File: config.mk
export PLATFORM = sky130hd
export DESIGN_NAME = keccak_round_sequencer
export DESIGN_NICKNAME = d
export VERILOG_FILES = /design/src/rtl/keccak_round_sequencer.sv
export SDC_FILE = /design/constraint.sdc
export NUM_CORES = 1
export LEC_CHECK = 0
export CORE_MARGIN = 2
export CORE_UTILIZATION = 46
export DETAILED_ROUTE_END_ITERATION = 12
export PLACE_DENSITY = 0.79
export SLEW_MARGIN = 20
export SYNTH_ARGS = -nofsm -noshare
export SYNTH_HDL_FRONTEND = slang
export SYNTH_SLANG_ARGS = --single-unit
File: constraint.sdc
create_clock -name clk -period 2.6 [get_ports clk]
set_clock_uncertainty 0.15 [all_clocks]
set_input_delay 0.39 -clock clk [delete_from_list [all_inputs] [get_ports clk]]
set_output_delay 0.39 -clock clk [all_outputs]
set_load 0.03 [all_outputs]
File: src/rtl/keccak_round_sequencer.sv
// Keccak round sequencer: walks the five permutation step modules
// (theta, rho, pi, chi, iota) through NUM_ROUNDS rounds for every file
// index in FILE_FIRST..FILE_LAST, using a start-hold / wait-for-finish
// handshake per step, with a per-step timeout that aborts the run.
module keccak_round_sequencer #(
    parameter int NUM_STEPS  = 5,
    parameter int NUM_ROUNDS = 24,
    parameter int FILE_FIRST = 1,
    parameter int FILE_LAST  = 2,
    parameter int START_HOLD = 3,
    parameter int TIMEOUT    = 4096
) (
    input  logic                 clk,
    input  logic                 rst,
    input  logic                 start,
    input  logic [NUM_STEPS-1:0] step_finish,
    output logic [NUM_STEPS-1:0] step_start,
    output logic [9:0]           file_index,
    output logic [4:0]           round_index,
    output logic                 busy,
    output logic                 finish,
    output logic                 error
);

    localparam int STEP_W = (NUM_STEPS > 1) ? $clog2(NUM_STEPS) : 1;
    localparam int HOLD_W = $clog2(START_HOLD + 1);
    localparam int TO_W   = $clog2(TIMEOUT + 1);

    localparam logic [STEP_W-1:0] STEP_LAST  = STEP_W'(NUM_STEPS - 1);
    localparam logic [4:0]        ROUND_LAST = 5'(NUM_ROUNDS - 1);
    localparam logic [9:0]        FILE_INIT  = 10'(FILE_FIRST);
    localparam logic [9:0]        FILE_END   = 10'(FILE_LAST);
    localparam logic [HOLD_W-1:0] HOLD_LAST  = HOLD_W'(START_HOLD - 1);
    localparam logic [TO_W-1:0]   TO_LAST    = TO_W'(TIMEOUT - 1);

    typedef enum logic [2:0] {
        IDLE,
        LAUNCH,
        WAIT,
        ADVANCE,
        DONE
    } state_t;

    state_t              state;
    logic [STEP_W-1:0]   step;
    logic [HOLD_W-1:0]   hold_cnt;
    logic [TO_W-1:0]     wait_cnt;

    // One-hot select for the step module being launched.
    function automatic logic [NUM_STEPS-1:0] onehot(input logic [STEP_W-1:0] idx);
        return NUM_STEPS'(1) << idx;
    endfunction

    // Sequencer FSM with every output registered.
    // NOTE: all state and outputs use non-blocking assignments so every
    // right-hand side reads the pre-edge value, independent of statement order.
    always_ff @(posedge clk or posedge rst) begin
        if (rst) begin
            state       <= IDLE;
            step        <= '0;
            hold_cnt    <= '0;
            wait_cnt    <= '0;
            step_start  <= '0;
            file_index  <= FILE_INIT;
            round_index <= '0;
            busy        <= 1'b0;
            finish      <= 1'b0;
            error       <= 1'b0;
        end else begin
            case (state)
                IDLE: begin
                    finish <= 1'b0;
                    if (start) begin
                        file_index  <= FILE_INIT;
                        round_index <= '0;
                        step        <= '0;
                        hold_cnt    <= '0;
                        error       <= 1'b0;
                        busy        <= 1'b1;
                        step_start  <= onehot('0);
                        state       <= LAUNCH;
                    end
                end

                // step_finish is deliberately not looked at here, so a
                // finish left over from the previous launch cannot be taken.
                LAUNCH: begin
                    if (hold_cnt == HOLD_LAST) begin
                        hold_cnt   <= '0;
                        wait_cnt   <= '0;
                        step_start <= '0;
                        state      <= WAIT;
                    end else begin
                        hold_cnt <= hold_cnt + 1'b1;
                    end
                end

                WAIT: begin
                    if (step_finish[step]) begin
                        wait_cnt <= '0;
                        state    <= ADVANCE;
                    end else if (wait_cnt == TO_LAST) begin
                        wait_cnt <= '0;
                        error    <= 1'b1;
                        finish   <= 1'b1;
                        state    <= DONE;
                    end else begin
                        wait_cnt <= wait_cnt + 1'b1;
                    end
                end

                ADVANCE: begin
                    if (step != STEP_LAST) begin
                        step       <= step + 1'b1;
                        step_start <= onehot(step + 1'b1);
                        state      <= LAUNCH;
                    end else begin
                        step <= '0;
                        if (round_index != ROUND_LAST) begin
                            round_index <= round_index + 1'b1;
                            step_start  <= onehot('0);
                            state       <= LAUNCH;
                        end else begin
                            round_index <= '0;
                            if (file_index < FILE_END) begin
                                file_index <= file_index + 1'b1;
                                step_start <= onehot('0);
                                state      <= LAUNCH;
                            end else begin
                                finish <= 1'b1;
                                state  <= DONE;
                            end
                        end
                    end
                end

                DONE: begin
                    finish <= 1'b0;
                    busy   <= 1'b0;
                    state  <= IDLE;
                end

                default: state <= IDLE;
            endcase
        end
    end

endmodule

==> summary.md, run 1 <==
| Metric | Value |
|---|---|
| Most frequent cells in the layout | `43 x dfrtp_1, 30 x clkdlybuf4s50_1, 20 x o21ai_0` |
| Drt via density | `5.72` |
| Syn nets | `247` |
| Crit path max-delay cell type | `dfrtp_1` |
| Path type of the worst min-delay path | `register to register` |
| I/O Buffers | `30` |
| Synth top area share | `0.455` |
| Synth area leader | `dfrtp_1` |
| FF/Latch Area | `1100 um^2` |
| Final GP Congestion | `0.849` |
| CP cell instances | `and2b_1, nor2b_1, o211ai_4, nor4_1, a221o_1` |
| EDFF count, synth | `0` |
| Setup Buffers After CTS | `0` |
| WL final | `4.93 mm` |
| Die Area | `5730 um^2` |
| Overflow after GRT | `0` |
| Starting Density | `0.469` |
| Root buf cell | `clkbuf_8` |
| Reg clk slew, reported paths | `0.08 ns` |
| CP max FO | `19` |
| Hold slack | `0.329 ns` |
| Hold_sp | `step_start[1]$_DFFE_PP0P_` |
| Post-cts sizing count | `0` |
| DRC viols | `0` |
| Tot GR Track Use | `0.191` |
| Final Cycle Share | `0.862` |
| Layout cell share with drive strength beyond 1 | `0.0974` |
| F_max | `446 MHz` |
| # H-tree levels | `2` |
| Sequential element share of the synthesized area | `0.466` |
| Die width | `75.7 um` |
| CP startpoint kind | `register` |
| Synth top area cells | `dfrtp_1 46%, ha_1 4.2%, o21ai_0 4.2%` |
| Syn Inst Count | `231` |
| Length in cells of the worst reg-to-reg path | `5` |
| DR WL/cell | `14.6 um` |
| Outcome | `finished, final reports clean` |
| Leakage Power | `1.26 nW` |
| Initial antenna violation count | `0` |
| Fin crit period | `2.24 ns` |
| Rel. slew slack | `0.621` |
| Worst Path Arrival | `2.34 ns` |
| TritonCTS Buffers | `5` |
| CTS Buffer Depth | `2` |
| Worst setup path startpoint | `state[1]$_DFFE_PP0P_` |
| Required time worst endpoint | `2.69 ns` |
| Commonest non-fill, non-tap cell in the layout | `dfrtp_1` |
| VDD IR max | `0.311 mV` |
| Reg2reg start | `state[1]$_DFFE_PP0P_` |
| CTS tree | `yes` |
| Cell count after placement | `329` |
| Worst Path Buf+Inv | `0` |
| Largest net degree at the start of global routing | `45` |
| Final number of setup-violating endpoints | `0` |
| R2r endpoint | `wait_cnt[10]$_DFFE_PP0P_` |
| Most common flop cell mapped by yosys | `dfrtp_1` |
| Die Y | `75.7 um` |
| Vias in the first global route | `1,752` |
| Async SR Flop Fraction | `1.00` |
| Footprint of the multi-input gates | `1190 um^2` |
| Vias | `1,928` |
| Final Non-Filler Cells | `337` |
| Initial detailed-routing violation count | `142` |
| Max Cap Viol | `0` |
| Crit end category | `register` |
| Synthesized flop and latch total | `44` |
| Dpl hpwl | `3.56 mm` |
| Latest clock arrival within the worst-skew pair | `0.30 ns` |
| Diodes inserted | `0` |
| FP Rows | `26` |
| Final hold vios | `0` |
| Final nets | `282` |
| Post-detailed-route count of antenna-violating nets | `0` |
| Area growth, synth to finish | `20.8%` |
| Avg Inst Size Synth | `10.2 um^2` |
| Core ar. | `5040 um^2` |
| Internal reg-to-reg setup slack | `0.36 ns` |
| Fill cell count | `445` |
| Drt first pass iters | `4` |
| Final core occ | `0.567` |
| Unrepaired setup endpoints after global routing | `no` |
| Crit path largest cell delay | `0.64 ns` |
| Io pins | `31` |
| Yosys Warn Count | `0` |
| Clock sink total | `44` |
| Worst hold stages | `1` |
| Post-synth design cell area | `2360 um^2` |
| CTS Hold Bufs | `0` |
| Max Slew Vio Count | `0` |
| Yosys cell types | `50` |
| Setup_tns | `0 ns` |
| WHS Endpoint | `step_start[1]$_DFFE_PP0P_` |
| First-pass GRT wire length | `8.31 mm` |
| Slew @ Worst Pin | `0.566 ns` |
| Kind of critical path | `register to register` |
| Family with the most delay on the worst path | `simple AND/OR/NAND/NOR gates` |
| Power Density | `815 nW/um^2` |
==> power breakdown <==
part           switching [W]  internal [W]  total [W]
Combinational       0.000523      0.000364   0.000887
Clock               0.000233      0.000285   0.000518
Sequential          0.000138      0.000787   0.000925
==> kinds of logic after synthesis <==
kind of cell	share of synthesized area
AO/OA/AOI/OAI	0.199
XOR/XNOR	0.00370
adder cells (fa/ha/maj)	0.0423
buffers and inverters	0.0323
flip-flops	0.466
multiplexers	0.0228
AND/OR/NAND/NOR	0.234
==> cell usage after synthesis (2+ instances only) <==
master	number
a31oi_1	3
a22o_1	6
nand2_1	19
mux2_2	3
a211oi_1	3
nor2b_1	12
nor4_1	4
dfrtp_1	43
o31ai_1	7
ha_1	8
nor2_1	14
nand3_1	6
and2_1	3
a21o_1	7
or4_1	2
a21oi_1	6
mux2i_1	2
and3_1	4
inv_1	6
nand4_1	2
o21ai_0	20
clkbuf_1	4
nand2b_1	2
a221o_1	2
a32o_1	3
nand3b_1	2
nor4b_1	3
nor3_1	8
or3_1	3
and3b_1	2
buf_6	3
==> layout make-up <==
type | instances | share of cell area
multi-input combinational | 173 | 0.417
sequential | 44 | 0.386
timing repair buffer | 36 | 0.121
tap | 70 | 0.0306
clock buffer | 6 | 0.0254
clock inverter | 2 | 0.0123
inverter | 6 | 0.00788
==> how the worst max path moves through the flow <==
| stage | endpoint | slack (ns) | cells after the start |
|---|---|---|---|
| final | wait_cnt[10]$_DFFE_PP0P_ | 0.36 | 5 |
| after global routing | wait_cnt[10]$_DFFE_PP0P_ | 0.21 | 5 |
| after CTS | wait_cnt[10]$_DFFE_PP0P_ | 0.33 | 5 |
| after detailed placement | state[0]$_DFFE_PP0P_ | 0.26 | 6 |
| after global placement | state[0]$_DFFE_PP0P_ | 0.31 | 6 |
| after floorplan | file_index[0]$_DFFE_PP1P_ | 0.60 | 6 |
==> routing by layer <==
| layer | up-vias | track usage | share of wire |
|---|---|---|---|
| met5 | - | 0 | 0 |
| met2 | 36 | 0.313 | 0.50 |
| met3 | 9 | 0.0437 | 0.037 |
| met4 | 0 | 0.0585 | 0.015 |
| li1 | 924 | - | - |
| met1 | 959 | 0.252 | 0.45 |
==> per-stage QoR <==
step / cell area [um^2] / total power [W] / setup WS, ns
after global placement: 2750 / 0.00180 / 0.308
after CTS: 2860 / 0.00234 / 0.329
after detailed placement: 2750 / 0.00183 / 0.261
final: 2860 / 0.00233 / 0.358
after global routing: 2860 / 0.00249 / 0.211
after floorplan: 2360 / 0.00155 / 0.600
==> registers in the layout (all words and copies together) (netlist names) <==
signal       cells
busy             1
error            1
file_index      10
finish           1
hold_cnt         2
round_index      5
state            3
step             3
step_start       5
wait_cnt        13
No activity file was read; power rests on OpenSTA's default activity.
==> inputs of run 2 (changes only) <==
PLACE_DENSITY = 0.82   (was 0.79)
clock period = 2 ns   (was 2.6 ns; I/O delays follow)
==> summary.md, run 2 (same netlist as run 1, synthesis figures left out) <==
| Metric | Value |
|---|---|
| Layout cell share with drive strength beyond 1 | `0.265 (+0.168)` |
| Core ar. | `5040 um^2 (unchanged)` |
| CTS Hold Bufs | `0 (unchanged)` |
| Overflow after GRT | `0 (unchanged)` |
| CP max FO | `5 (-14)` |
| FF/Latch Area | `1100 um^2 (unchanged)` |
| I/O Buffers | `30 (unchanged)` |
| Post-detailed-route count of antenna-violating nets | `0 (unchanged)` |
| WL final | `5.78 mm (+17%)` |
| DRC viols | `0 (unchanged)` |
| CP startpoint kind | `register` |
| DR WL/cell | `15.5 um (+6.3%)` |
| Final GP Congestion | `0.790 (-6.9%)` |
| Root buf cell | `clkbuf_8` |
| Post-route setup slack | `0.0350 ns (-0.323 ns)` |
| CTS tree | `yes` |
| Setup_tns | `0 ns (unchanged)` |
| Largest net degree at the start of global routing | `45 (unchanged)` |
| Internal reg-to-reg setup slack | `0.04 ns (-0.32 ns)` |
| FP Rows | `26 (unchanged)` |
| # H-tree levels | `2 (unchanged)` |
| TritonCTS Buffers | `5 (unchanged)` |
| Final hold vios | `0 (unchanged)` |
| Die Y | `75.7 um (unchanged)` |
| Power Density | `1080 nW/um^2 (+33%)` |
| Io pins | `31 (unchanged)` |
| Commonest non-fill, non-tap cell in the layout | `dfrtp_1` |
| Crit end category | `register` |
| Slew @ Worst Pin | `0.331 ns (-0.235 ns)` |
| Latest clock arrival within the worst-skew pair | `0.30 ns (about the same)` |
| Outcome | `finished, final reports clean` |
| Reg2reg start | `step[2]$_DFFE_PP0P_` |
| Fill cell count | `386 (-13%)` |
| Final number of setup-violating endpoints | `0 (unchanged)` |
| Most frequent cells in the layout | `43 x dfrtp_1, 35 x buf_4, 29 x clkdlybuf4s50_1` |
| VDD IR max | `0.375 mV (+21%)` |
| First-pass GRT wire length | `8.46 mm (+1.7%)` |
| Path type of the worst min-delay path | `input port to async pin` |
| Drt via density | `5.64 (-1.4%)` |
| Required time worst endpoint | `2.09 ns (-0.60 ns)` |
| Max Slew Vio Count | `0 (unchanged)` |
| Die width | `75.7 um (unchanged)` |
| Fin crit period | `1.96 ns (-0.277 ns)` |
| F_max | `509 MHz (+14%)` |
| Initial antenna violation count | `0 (unchanged)` |
| R2r endpoint | `wait_cnt[10]$_DFFE_PP0P_` |
| Rel. slew slack | `0.777 (+0.157)` |
| Setup WS pre-CTS | `-0.245 ns (-0.506 ns)` |
| Dpl hpwl | `3.77 mm (+6.0%)` |
| Tot GR Track Use | `0.194 (+0.00346)` |
| Reg clk slew, reported paths | `0.09 ns (about the same)` |
| Final nets | `317 (+12%)` |
| Drt first pass iters | `4 (unchanged)` |
| Final Cycle Share | `0.982 (+0.120)` |
| CTS Buffer Depth | `2 (unchanged)` |
| Starting Density | `0.469 (unchanged)` |
| Die Area | `5730 um^2 (unchanged)` |
| Unrepaired setup endpoints after global routing | `yes` |
| Final core occ | `0.647 (+0.0801)` |
| Length in cells of the worst reg-to-reg path | `6 (+1)` |
| Max Cap Viol | `0 (unchanged)` |
| Top flop regs | `wait_cnt x13, file_index x10` |
| Vias in the first global route | `1,841 (+5.1%)` |
| Kind of critical path | `register to register` |
| Worst Path Arrival | `2.06 ns (-0.28 ns)` |
| Vias | `2,098 (+8.8%)` |
| Initial detailed-routing violation count | `95 (-33%)` |
| Leakage Power | `1.47 nW (+17%)` |
| Area growth, synth to finish | `37.9%` |
| Biggest register | `wait_cnt` |
| Clock sink total | `44 (unchanged)` |
| Diodes inserted | `0 (unchanged)` |
| Footprint of the multi-input gates | `1290 um^2 (+8.6%)` |
| Number of flip-flops in the largest register | `13 (unchanged)` |
==> run 2: area by class of cell <==
type / instances / share of cell area
Clock inverter: 2 / 0.0119
Inverter: 6 / 0.00690
Clock buffer: 6 / 0.0253
Sequential cell: 44 / 0.338
Timing Repair Buffer: 70 / 0.194
Multi-Input combinational cell: 174 / 0.397
Tap cell: 70 / 0.0269
==> run 2: per-layer routing <==
layer / wire length, um / share of wire / track usage / vias to the layer above
met5: 0 / 0 / 0 / -
met2: 3020 / 0.52 / 0.341 / 44
met1: 2530 / 0.44 / 0.243 / 1038
met4: 82 / 0.014 / 0.0468 / 0
met3: 146 / 0.025 / 0.0437 / 9
li1: - / - / - / 1007
==> run 2: stage by stage <==
step / power (W) / cell area [um^2] / std cells / hold slack, ns
2_1_floorplan: 0.00201 / 2360 / 231 / 0.321
3_3_place_gp: 0.00253 / 2930 / 350 / 0.312
3_5_place_dp: 0.00256 / 2930 / 350 / 0.319
4_1_cts: 0.00329 / 3060 / 358 / 0.210
5_1_grt: 0.00374 / 3260 / 372 / 0.254
6_report: 0.00353 / 3260 / 372 / 0.200
==> run 2: where the power goes <==
part	total (W)	switching [W]	internal [W]
registers	0.00113	0.000108	0.00102
logic	0.00168	0.000898	0.000779
clock network	0.000718	0.000310	0.000408
==> run 2: what timing repair did <==
action	in CTS	in global routing
setup endpoints to repair	11	19
setup buffers	0	12
resized for setup	3	23
pin swaps	0	4
gates cloned	0	2
==> run 2: worst max-delay path by stage <==
stage	start	to	slack, ns	cells past startpoint
final	step[2]$_DFFE_PP0P_	wait_cnt[10]$_DFFE_PP0P_	0.04	6
after global routing	step[2]$_DFFE_PP0P_	wait_cnt[5]$_DFFE_PP0P_	-0.05	6
after CTS	step[2]$_DFFE_PP0P_	state[0]$_DFFE_PP0P_	-0.01	5
after detailed placement	step_finish[4]	state[0]$_DFFE_PP0P_	-0.25	6
after global placement	step_finish[4]	state[0]$_DFFE_PP0P_	-0.18	6
after floorplan	round_index[0]$_DFFE_PP0P_	file_index[0]$_DFFE_PP1P_	0.0003	6
==> run 2: critical path: stages (launching register included) <==
cell and delay [ns]:
dfrtp_1 0.42, mux2_2 0.38, a21oi_4 0.22, o211ai_4 0.16, buf_4 0.17, nor4_1 0.25
a221o_1 0.16
==> inputs of run 3 (changes only) <==
SKIP_LAST_GASP = 1   (was unset)
==> summary.md, run 3 (same netlist as run 1, synthesis figures left out) <==
| Metric | Value |
|---|---|
| Total power | `0.00352 W (-0.18%)` |
| Drt via density | `5.62 (-0.33%)` |
| Initial antenna violation count | `0 (unchanged)` |
| Slew @ Worst Pin | `0.331 ns (-0.0000485 ns)` |
| Hold slack | `0.199 ns (-0.00133 ns)` |
| Crit end category | `register` |
| Setup WS pre-CTS | `-0.245 ns (unchanged)` |
| Fin crit period | `1.96 ns (-0.00189 ns)` |
| Biggest register | `wait_cnt` |
| TritonCTS Buffers | `5 (unchanged)` |
| Length in cells of the worst reg-to-reg path | `6 (unchanged)` |
| Cell count after placement | `350 (unchanged)` |
| Reg clk slew, reported paths | `0.09 ns (about the same)` |
| Post-detailed-route count of antenna-violating nets | `0 (unchanged)` |
| Rel. slew slack | `0.778 (about the same)` |
| R2r endpoint | `wait_cnt[10]$_DFFE_PP0P_` |
| Crit path max-delay cell type | `dfrtp_1` |
| Die Y | `75.7 um (unchanged)` |
| Setup_tns | `0 ns (unchanged)` |
| CP cell instances | `mux2_2, a21oi_4, o211ai_4, buf_4, nor4_1, a221o_1` |
| Path type of the worst min-delay path | `input port to async pin` |
| Worst Path Arrival | `2.05 ns (about the same)` |
| I/O Buffers | `30 (unchanged)` |
| Diodes inserted | `0 (unchanged)` |
| Clock sink total | `44 (unchanged)` |
| Final Cycle Share | `0.982 (about the same)` |
| Io pins | `31 (unchanged)` |
| Final hold vios | `0 (unchanged)` |
| Top flop regs | `wait_cnt x13, file_index x10` |
| FP Rows | `26 (unchanged)` |
| CTS Buffer Depth | `2 (unchanged)` |
| Root buf cell | `clkbuf_8` |
| First-pass GRT wire length | `8.46 mm (unchanged)` |
| Most frequent cells in the layout | `43 x dfrtp_1, 35 x buf_4, 29 x clkdlybuf4s50_1` |
| Leakage Power | `1.47 nW (-0.11%)` |
| Part of the power in registers | `0.321 (about the same)` |
| Final GP Congestion | `0.790 (unchanged)` |
| Max Slew Vio Count | `0 (unchanged)` |
| Max Cap Viol | `0 (unchanged)` |
| Footprint of the multi-input gates | `1290 um^2 (-0.29%)` |
| CTS Hold Bufs | `0 (unchanged)` |
| Dpl hpwl | `3.77 mm (unchanged)` |
| Latest clock arrival within the worst-skew pair | `0.30 ns (about the same)` |
| VDD IR max | `0.376 mV (about the same)` |
| DR WL/cell | `15.4 um (-1.2%)` |
| Commonest non-fill, non-tap cell in the layout | `dfrtp_1` |
| Crit path largest cell delay | `0.41 ns (about the same)` |
| Core ar. | `5040 um^2 (unchanged)` |
| Largest net degree at the start of global routing | `45 (unchanged)` |
| FF/Latch Area | `1100 um^2 (unchanged)` |
| Overflow after GRT | `0 (unchanged)` |
| Sw Ratio | `0.372 (-0.00103)` |
| Final number of setup-violating endpoints | `0 (unchanged)` |
| Outcome | `finished, final reports clean` |
| CP max FO | `5 (unchanged)` |
| Worst Path Buf+Inv | `1 (unchanged)` |
| DRC viols | `0 (unchanged)` |
| Die width | `75.7 um (unchanged)` |
| Power Density | `1080 nW/um^2 (about the same)` |
| Number of flip-flops in the largest register | `13 (unchanged)` |
| Reg2reg start | `step[2]$_DFFE_PP0P_` |
| Fill cell count | `383 (-0.78%)` |
| Tot GR Track Use | `0.194 (unchanged)` |
| Starting Density | `0.469 (unchanged)` |
| Vias | `2,091 (-0.33%)` |
| Final nets | `317 (unchanged)` |
| CTS tree | `yes` |
| Internal reg-to-reg setup slack | `0.04 ns (about the same)` |
| Layout cell share with drive strength beyond 1 | `0.262 (-0.00331)` |
| Combinational share of power | `0.476 (about the same)` |
| Final Non-Filler Cells | `372 (unchanged)` |
| Kind of critical path | `register to register` |
| Vias in the first global route | `1,841 (unchanged)` |
| Drt first pass iters | `4 (unchanged)` |
| WL final | `5.71 mm (-1.2%)` |
| Clock group share of total power | `0.203 (about the same)` |
| CP startpoint kind | `register` |
| Pint | `0.00221 W (about the same)` |
| Post-route setup slack | `0.0369 ns (+0.00189 ns)` |
| Area growth, synth to finish | `37.8%` |
| Die Area | `5730 um^2 (unchanged)` |
| F_max | `509 MHz (about the same)` |
| Unrepaired setup endpoints after global routing | `yes` |
| Sw Pwr | `0.00131 W (-0.45%)` |
| Initial detailed-routing violation count | `110 (+16%)` |
| # H-tree levels | `2 (unchanged)` |
| Family with the most delay on the worst path | `compound AO/OA/AOI/OAI gates` |
| Required time worst endpoint | `2.09 ns (about the same)` |
==> run 3: cell types whose count changed in the layout (fill, tap and decap cells not counted) <==
cell and change:
or4_4 -1, or4_1 +1
==> run 3: worst reg2reg max path, cell delays in order (launching register included) <==
cell and delay, ns:
dfrtp_1 0.41, mux2_2 0.38, a21oi_4 0.22, o211ai_4 0.16, buf_4 0.17, nor4_1 0.25, a221o_1 0.16
==> run 3: power by group through the flow <==
stage | combinational (W) | sequential, W | clock (W)
after floorplan | 0.000747 | 0.00126 | 0
after global routing | 0.00182 | 0.00115 | 0.000768
after detailed placement | 0.00141 | 0.00115 | 0
after CTS | 0.00144 | 0.00113 | 0.000722
after global placement | 0.00139 | 0.00114 | 0
final | 0.00167 | 0.00113 | 0.000715
==> run 3: final cells by class <==
class	instances	share of cell area
Inverter	6	0.00691
Multi-Input combinational cell	174	0.396
Timing Repair Buffer	70	0.194
Clock buffer	6	0.0253
Sequential cell	44	0.338
Clock inverter	2	0.0119
Tap cell	70	0.0269
==> run 3: worst max path at each step <==
stage,cells past startpoint,end,slack [ns],from
5_1_grt,6,wait_cnt[5]$_DFFE_PP0P_,-0.05,step[2]$_DFFE_PP0P_
3_3_place_gp,6,state[0]$_DFFE_PP0P_,-0.18,step_finish[4]
2_1_floorplan,6,file_index[0]$_DFFE_PP1P_,0.0003,round_index[0]$_DFFE_PP0P_
6_report,6,wait_cnt[10]$_DFFE_PP0P_,0.04,step[2]$_DFFE_PP0P_
3_5_place_dp,6,state[0]$_DFFE_PP0P_,-0.25,step_finish[4]
4_1_cts,5,state[0]$_DFFE_PP0P_,-0.01,step[2]$_DFFE_PP0P_
==> run 3: stage by stage <==
step / util / instance area, um^2
5_1_grt: 0.646 / 3260
3_3_place_gp: 0.582 / 2930
4_1_cts: 0.608 / 3060
2_1_floorplan: - / 2360
6_report: 0.646 / 3260
3_5_place_dp: 0.582 / 2930
==> run 3: what timing repair did <==
action / 4_1_cts / 5_1_grt
endpoints found under the setup margin: 11 / 19
resized for setup: 3 / 22
buffers inserted: 0 / 12
pin swaps: 0 / 4
cloned: 0 / 2
==> run 3: per-layer routing <==
layer | up-vias | track usage | part of all wire
met5 | - | 0 | 0
met4 | 0 | 0.0468 | 0.014
met3 | 9 | 0.0437 | 0.031
met2 | 38 | 0.341 | 0.52
met1 | 1034 | 0.243 | 0.44
li1 | 1010 | - | -
